--- config.mk ---
export PLATFORM = sky130hd
export DESIGN_NAME = scc_bus_initiator
export DESIGN_NICKNAME = d
export VERILOG_FILES = /design/src/rtl/scc_bus_initiator.sv
export SDC_FILE = /design/constraint.sdc
export NUM_CORES = 1
export LEC_CHECK = 0
export CAP_MARGIN = 5
export CORE_UTILIZATION = 34
export DETAILED_ROUTE_END_ITERATION = 10
export PLACE_DENSITY_LB_ADDON = 0.25
export RECOVER_POWER = 100
export SYNTH_ARGS = -nofsm -noshare
export SYNTH_HDL_FRONTEND = slang
export SYNTH_SLANG_ARGS = --single-unit
--- constraint.sdc ---
create_clock -name clk -period 1.3 [get_ports clk]
set_input_delay 0.13 -clock clk [delete_from_list [all_inputs] [get_ports clk]]
set_output_delay 0.13 -clock clk [all_outputs]
set_load 0.02 [all_outputs]
--- src/rtl/scc_bus_initiator.sv ---
// -----------------------------------------------------------------------------
// scc_bus_initiator
//
// Initiator side of the SCC register/wave-RAM bus. Decodes the SCC window from
// single-cycle CPU access pulses, runs one req/ack transaction per hit, stalls
// the CPU through cpu_wait while the transaction is outstanding, and returns
// read data on cpu_din.
//
// Optional feature macro: SCC_TIMEOUT_EN
//   Defined   : an 8-bit counter aborts a transaction after TIMEOUT
//               clkena-qualified cycles without ack; timeout_err is sticky.
//   Undefined : BUSY waits for ack indefinitely; timeout_err is constant 0.
//
// Parameters:
//   TIMEOUT        cycles to wait for ack before abort (1..255)
//
// Ports:
//   clk            system clock
//   reset          synchronous, active-high reset
//   clkena         SCC-side clock enable; ack only counts when clkena=1
//   cpu_req        one-cycle pulse marking a new CPU access
//   cpu_wr         1=write, 0=read (valid with cpu_req)
//   cpu_addr[15:0] CPU address (valid with cpu_req)
//   cpu_dout[7:0]  CPU write data (valid with cpu_req)
//   scc_en         SCC window currently mapped in
//   scc_plus_mode  0: window 0x98xx, 1: window 0xB8xx
//   cpu_din[7:0]   read data returned to CPU
//   cpu_wait       CPU stall while a transaction is outstanding
//   req            request to SCC slave
//   ack            acknowledge from SCC slave
//   wrt            write qualifier, stable while req=1
//   adr[7:0]       SCC register address, stable while req=1
//   dbo[7:0]       write data to SCC, stable while req=1
//   dbi[7:0]       read data from SCC, valid with ack
//   timeout_err    sticky abort flag
// -----------------------------------------------------------------------------
module scc_bus_initiator #(
    parameter int TIMEOUT = 255
) (
    input  logic        clk,
    input  logic        reset,
    input  logic        clkena,
    input  logic        cpu_req,
    input  logic        cpu_wr,
    input  logic [15:0] cpu_addr,
    input  logic [7:0]  cpu_dout,
    input  logic        scc_en,
    input  logic        scc_plus_mode,
    output logic [7:0]  cpu_din,
    output logic        cpu_wait,
    output logic        req,
    input  logic        ack,
    output logic        wrt,
    output logic [7:0]  adr,
    output logic [7:0]  dbo,
    input  logic [7:0]  dbi,
    output logic        timeout_err
);

    typedef enum logic [0:0] {
        ST_IDLE = 1'b0,
        ST_BUSY = 1'b1
    } state_t;

    state_t      state_r, state_nxt_s;
    logic        req_r, req_nxt_s;
    logic        wait_r, wait_nxt_s;
    logic        wrt_r, wrt_nxt_s;
    logic [7:0]  adr_r, adr_nxt_s;
    logic [7:0]  dbo_r, dbo_nxt_s;
    logic [7:0]  din_r, din_nxt_s;
    logic [7:0]  win_hi_s;
    logic        hit_s;
    logic        done_s;

`ifdef SCC_TIMEOUT_EN
    localparam logic [7:0] TIMEOUT_C = 8'(TIMEOUT);
    logic [7:0]  cnt_r, cnt_nxt_s;
    logic        terr_r, terr_nxt_s;
`endif

    // Reject out-of-range configurations at elaboration time.
    if ((TIMEOUT < 1) || (TIMEOUT > 255)) begin : g_bad_timeout
        $error("scc_bus_initiator: TIMEOUT must be in 1..255");
    end

    // Window decode: SCC+ mode moves the window from 0x98xx to 0xB8xx.
    always_comb begin
        win_hi_s = scc_plus_mode ? 8'hB8 : 8'h98;
        hit_s    = scc_en && (cpu_addr[15:8] == win_hi_s);
        done_s   = clkena && ack;
    end

    // Next-state and next-output logic for the transaction FSM.
    always_comb begin
        state_nxt_s = state_r;
        req_nxt_s   = req_r;
        wait_nxt_s  = wait_r;
        wrt_nxt_s   = wrt_r;
        adr_nxt_s   = adr_r;
        dbo_nxt_s   = dbo_r;
        din_nxt_s   = din_r;
`ifdef SCC_TIMEOUT_EN
        cnt_nxt_s   = cnt_r;
        terr_nxt_s  = terr_r;
`endif
        case (state_r)
            ST_IDLE: begin
                if (cpu_req && hit_s) begin
                    state_nxt_s = ST_BUSY;
                    req_nxt_s   = 1'b1;
                    wait_nxt_s  = 1'b1;
                    wrt_nxt_s   = cpu_wr;
                    adr_nxt_s   = cpu_addr[7:0];
                    dbo_nxt_s   = cpu_dout;
`ifdef SCC_TIMEOUT_EN
                    cnt_nxt_s   = 8'h00;
`endif
                end else begin
                    state_nxt_s = ST_IDLE;
                end
            end
            ST_BUSY: begin
                // ack wins over a timeout expiring on the same cycle.
                if (done_s) begin
                    state_nxt_s = ST_IDLE;
                    req_nxt_s   = 1'b0;
                    wait_nxt_s  = 1'b0;
                    if (!wrt_r) begin
                        din_nxt_s = dbi;
                    end else begin
                        din_nxt_s = din_r;
                    end
                end
`ifdef SCC_TIMEOUT_EN
                else if (cnt_r == TIMEOUT_C) begin
                    state_nxt_s = ST_IDLE;
                    req_nxt_s   = 1'b0;
                    wait_nxt_s  = 1'b0;
                    din_nxt_s   = 8'hFF;
                    terr_nxt_s  = 1'b1;
                end else if (clkena) begin
                    cnt_nxt_s   = cnt_r + 8'h01;
                end else begin
                    cnt_nxt_s   = cnt_r;
                end
`else
                else begin
                    state_nxt_s = ST_BUSY;
                end
`endif
            end
            default: begin
                state_nxt_s = ST_IDLE;
                req_nxt_s   = 1'b0;
                wait_nxt_s  = 1'b0;
            end
        endcase
    end

    // State and output registers; reset drops any in-flight transaction.
    always_ff @(posedge clk) begin
        if (reset) begin
            state_r <= ST_IDLE;
            req_r   <= 1'b0;
            wait_r  <= 1'b0;
            wrt_r   <= 1'b0;
            adr_r   <= 8'h00;
            dbo_r   <= 8'h00;
            din_r   <= 8'hFF;
`ifdef SCC_TIMEOUT_EN
            cnt_r   <= 8'h00;
            terr_r  <= 1'b0;
`endif
        end else begin
            state_r <= state_nxt_s;
            req_r   <= req_nxt_s;
            wait_r  <= wait_nxt_s;
            wrt_r   <= wrt_nxt_s;
            adr_r   <= adr_nxt_s;
            dbo_r   <= dbo_nxt_s;
            din_r   <= din_nxt_s;
`ifdef SCC_TIMEOUT_EN
            cnt_r   <= cnt_nxt_s;
            terr_r  <= terr_nxt_s;
`endif
        end
    end

    assign req      = req_r;
    assign cpu_wait = wait_r;
    assign wrt      = wrt_r;
    assign adr      = adr_r;
    assign dbo      = dbo_r;
    assign cpu_din  = din_r;
`ifdef SCC_TIMEOUT_EN
    assign timeout_err = terr_r;
`else
    assign timeout_err = 1'b0;
`endif

endmodule

==> results.cfg, run 1 <==
[outcome]
status = finished, final reports clean

[cells_and_area]
fin_cells = 229
fill_cells = 327
post-route-util = 0.573
layout-drive-gt1-share = 0.0656
nNetsFinal = 224
syn2layout_area_growth_pct = 60.5
final_common_cell = clkdlybuf4s50_1
regArea_sq_um = 546
antenna_cells = 0
multiInputGateArea_sq_um = 598
layout_common_cells = clkdlybuf4s50_1 (39), nand2b_1 (34), dlygate4sd2_1 (27)

[die]
core_sq_mm = 0.00336
chipWidth_um = 61.4
die-area_sq_mm = 0.00377
die_h_um = 61.4
num_io_pins = 68
rows = 21
initial_utilization = 0.357

[route]
via_per_inst = 4.50
firstDrtPassIters = 5
final_antenna_net_count = 0
drc_errors = 0
wl_per_cell_um = 12.1
drtIter0Drc = 16
wirelength_um = 2770
dr_total_vias = 1030

[sta]
fin_ws_ns = 0.0312
worst_slew_pin_slew_ns = 0.522
setup_viol = 0
period_needed_ns = 1.27
maxSlewViolCount = 0
setup_tns_ns = 0
hold_violations = 0
rsz0062_at_grt = true
skew_ns = 0.00587
finalCritPeriodShare = 0.976
max_slew_margin = 0.651
fmax_mhz = 788

[critical_path]
endpoint_kind = flop
crit_type = flop to flop
worstSetupStartpointType = flop
arrival_ns = 1.53
cp.required_ns = 1.56
crit_fanout = 9

[logic_synthesis]
yosys_warnings = 0
ys_seq_area_frac = 0.450
ys_ff_latch = 27
syn_inst = 117
syn-cell-area_sq_mm = 0.00120
syn_avg_cell_area_sq_um = 10.3
yosysUniqueCellTypes = 20
synth_nets = 157

[grt]
grt_start_max_net_pins = 45
antenna_found_initial = 0
grt_pass1_wl_um = 4180
grt_usage = 0.150
grt-ovfl-total = 0
grt_pass1_vias = 1034

[placement]
dpl_worst_slack_ns = -0.236
routabilityCongestion = 0.671
dp_hpwl_um = 2180
port_buffers = 66
placed_cells = 224

[clock_network]
cts_tree = built
cts_max_level = 1
cts.sinks = 27
cts-buffers-inserted = 3
worstSkewPairLatency_ns = 0.32
root_buffer = clkbuf_4
clk_pin_slew_ns = 0.15
hold_buffers = 0
clk_path_buf_depth = 2

[power_and_ir_drop]
powerDensity_mw_per_mm2 = 717
cellLeakagePower_uw = 0.000742
peakVddDrop_uv = 489

[hold_path]
hold_path_class = primary input to flop

[flow_run]
drv_cap = 0
## cell usage after synthesis
| cell type | count | share of area |
|---|---|---|
| xnor2_1 | 1 | 0.0073 |
| buf_4 | 2 | 0.013 |
| nand3_1 | 1 | 0.0042 |
| nor2_1 | 2 | 0.0063 |
| nand2_1 | 3 | 0.0094 |
| nand4b_1 | 1 | 0.0073 |
| and2_1 | 8 | 0.042 |
| and4_4 | 1 | 0.0094 |
| and4bb_2 | 1 | 0.010 |
| mux2i_1 | 17 | 0.14 |
| buf_6 | 1 | 0.0094 |
| a21oi_1 | 2 | 0.0083 |
| clkbuf_1 | 4 | 0.013 |
| dfxtp_1 | 27 | 0.45 |
| buf_12 | 1 | 0.017 |
| and4b_1 | 1 | 0.0083 |
| a211o_1 | 8 | 0.058 |
| nand4_1 | 1 | 0.0052 |
| nand2b_1 | 34 | 0.18 |
| conb_1 | 1 | 0.0031 |
## what timing repair did
item	CTS	global route
pin swaps	3	16
resized for setup	28	2
setup buffers	0	1
hold endpoints to repair	0	0
endpoints found under the setup margin	32	25
## kinds of logic (layout without fill, tap and decap cells)
group	after synthesis	in the layout	synth area share
simple gates	53	53	0.279
flops	27	27	0.450
mux	17	17	0.142
compound gates	10	10	0.0667
buf+inv	8	74	0.0511
other cells	1	1	0.00313
xor+xnor	1	1	0.00730
## worst paths after layout
path         slack, ns  endpoint        start  cells after the start
min reg2reg       0.48    dbo[4]       dbo[4]                      2
max               0.03    dbo[5]      state_r                      4
max reg2reg       0.03    dbo[5]      state_r                      4
min               0.36    adr[7]  cpu_addr[7]                      3
## final cells by class
| class | count | share of cell area |
|---|---|---|
| multi-input combinational | 82 | 0.311 |
| clock inverter | 1 | 0.00390 |
| sequential | 27 | 0.283 |
| tap | 46 | 0.0299 |
| clock buffer | 3 | 0.0117 |
| timing repair buffer | 70 | 0.361 |
## state kept, by name, summed over array words and instances, names as in the netlist
name	cells
adr	8
cpu_din	8
cpu_wait	1
dbo	8
state_r	1
wrt	1
## critical path, stage by stage, from the launching register on
cell,delay (ns)
dfxtp_2,0.36
and4b_1,0.25
and4_4,0.26
buf_12,0.14
mux2i_1,0.20
## metrics by stage
stage | total power [uW] | hold slack (ns) | instance area, sq um
5_1_grt | 1440 | 0.369 | 1930
2_1_floorplan | 900 | 0.248 | 1200
3_5_place_dp | 1030 | 0.461 | 1920
6_report | 1380 | 0.362 | 1930
3_3_place_gp | 1030 | 0.459 | 1920
4_1_cts | 1400 | 0.358 | 1910
## per-layer routing
| layer | vias up | global-route usage | share of wire |
|---|---|---|---|
| met5 | - | 0 | 0 |
| met3 | 2 | 0.0378 | 0.069 |
| met2 | 33 | 0.293 | 0.55 |
| met4 | 0 | 0.0635 | 0.0036 |
| li1 | 521 | - | - |
| met1 | 474 | 0.149 | 0.38 |
## power breakdown
part | leakage (uW) | total (uW) | switching (uW) | internal (uW)
Clock | 0.0000139 | 368 | 251 | 117
Combinational | 0.000509 | 186 | 49.6 | 136
Sequential | 0.000219 | 827 | 0.299 | 826
Total | 0.000742 | 1380 | 301 | 1080
Note: power is estimated with default switching activity, not from simulation.
==> run 2: changes to the inputs <==
==> constraint.sdc (replaced) <==
create_clock -name clk -period 1.3 [get_ports clk]
set_input_delay 0.13 -clock clk [delete_from_list [all_inputs] [get_ports clk]]
set_output_delay 0.13 -clock clk [all_outputs]
set_load 0.01 [all_outputs]
==> run 2 against run 1 <==
First-iteration DRC count is 140% higher. Power grew 0.21%. Global-route usage rose by 1.3 points. Clock skew down 0.0013 ns. Final cell count grew 0.44%.
==> results.cfg, run 2 (synthesis gave the netlist of run 1 again) <==
[sta]
setup_tns_ns = 0
max_slew_margin = 0.639
hold_violations = 0
period_needed_ns = 1.30
setup_viol = 0
skew_ns = 0.00456
maxSlewViolCount = 0
rsz0062_at_grt = true
hold_ws_ns = 0.347
fin_ws_ns = 0.00444
fmax_mhz = 772
finalCritPeriodShare = 0.997
worst_slew_pin_slew_ns = 0.539

[grt]
grt_start_max_net_pins = 45
grt_pass1_vias = 1030
antenna_found_initial = 0
grt_pass1_wl_um = 4400
grt_usage = 0.163
grt-ovfl-total = 0

[route]
final_antenna_net_count = 0
drtIter0Drc = 39
firstDrtPassIters = 2
via_per_inst = 4.59
dr_total_vias = 1055
wirelength_um = 2910
drc_errors = 0
wl_per_cell_um = 12.6

[flow_run]
drv_cap = 0

[critical_path]
crit_fanout = 8
worstSetupStartpointType = flop
crit_type = flop to flop
crit_slowest_cell = dfxtp_2
endpoint_kind = flop
startpoint = state_r
r2r-start = state_r
worstPathCellList = and4b_1, and4_4, buf_12, mux2i_1
arrival_ns = 1.55
cp.required_ns = 1.56
worst_path_largest_cell_delay_ns = 0.36

[clock_network]
cts.sinks = 27
clk_path_buf_depth = 2
cts-buffers-inserted = 3
cts_tree = built
clk_pin_slew_ns = 0.14
cts_max_level = 1
root_buffer = clkbuf_4
worstSkewPairLatency_ns = 0.33
hold_buffers = 0

[cells_and_area]
layout_common_cells = clkdlybuf4s50_1 (39), nand2b_1 (34), dlygate4sd2_1 (27)
final_common_cell = clkdlybuf4s50_1
nNetsFinal = 225
layout-drive-gt1-share = 0.0707
syn2layout_area_growth_pct = 60.9
antenna_cells = 0
post-route-util = 0.574

[die]
num_io_pins = 68
die-area_sq_mm = 0.00377
chipWidth_um = 61.4
die_h_um = 61.4
initial_utilization = 0.357
rows = 21
core_sq_mm = 0.00336

[placement]
port_buffers = 66
routabilityCongestion = 0.650
dpl_worst_slack_ns = -0.269
dp_hpwl_um = 2200

[power_and_ir_drop]
power.total_uw = 1380
cellLeakagePower_uw = 0.000750
peakVddDrop_uv = 583
powerDensity_mw_per_mm2 = 717

[hold_path]
hold_path_class = primary input to flop
holdCritStartpoint = cpu_addr[3]

[outcome]
status = finished, final reports clean
[run 2: changes by cell type in the layout (fill, tap and decap cells not counted), sizes merged]
cell	before	now
clkinvlp	1	0
buf	3	5
[run 2: area by class of cell]
class / count / area (sq um)
clock buffer: 4 / 26.3
fill: 342 / 1430
multi-input combinational: 82 / 602
sequential: 27 / 543
tap: 46 / 57.6
timing repair buffer: 71 / 702
[run 2: worst paths after layout]
| kind | endpoint | slack (ns) | cells past startpoint |
|---|---|---|---|
| worst min register to register | dbo[1] | 0.48 | 2 |
| worst max-delay path | wrt | 0.004 | 4 |
| worst max register to register | wrt | 0.004 | 4 |
| worst min-delay path | adr[3] | 0.35 | 3 |
[run 2: per-layer routing]
layer	GRT usage	share of wire	vias to the layer above
met1	0.166	0.37	491
li1	-	-	525
met3	0.0441	0.072	5
met5	0	0	-
met2	0.312	0.55	34
met4	0.0667	0.014	0
[run 2: where the power goes]
part           switching, uW  total [uW]  leakage [uW]  internal (uW)
logic                   48.7         185      0.000517            137
registers              0.295         828      0.000219            828
clock network            250         370     0.0000150            120
[run 2: what timing repair did]
item / 4_1_cts / 5_1_grt
buffers inserted: 0 / 1
pin swaps: 0 / 16
resized for setup: 33 / 2
endpoints found under the setup margin: 28 / 24
[run 2: metrics by stage]
| stage | cell area (sq um) | instances |
|---|---|---|
| floorplan | 1200 | 117 |
| global placement | 1920 | 225 |
| detailed placement | 1920 | 225 |
| CTS | 1920 | 229 |
| global route | 1930 | 230 |
| finish | 1930 | 230 |
[run 2: worst max-delay path, delay by kind of cell (launching register included)]
kind | cells | cell delay (ns)
DFF | 1 | 0.36
muxes | 1 | 0.19
buffers and inverters | 1 | 0.14
and+or+nand+nor | 2 | 0.54
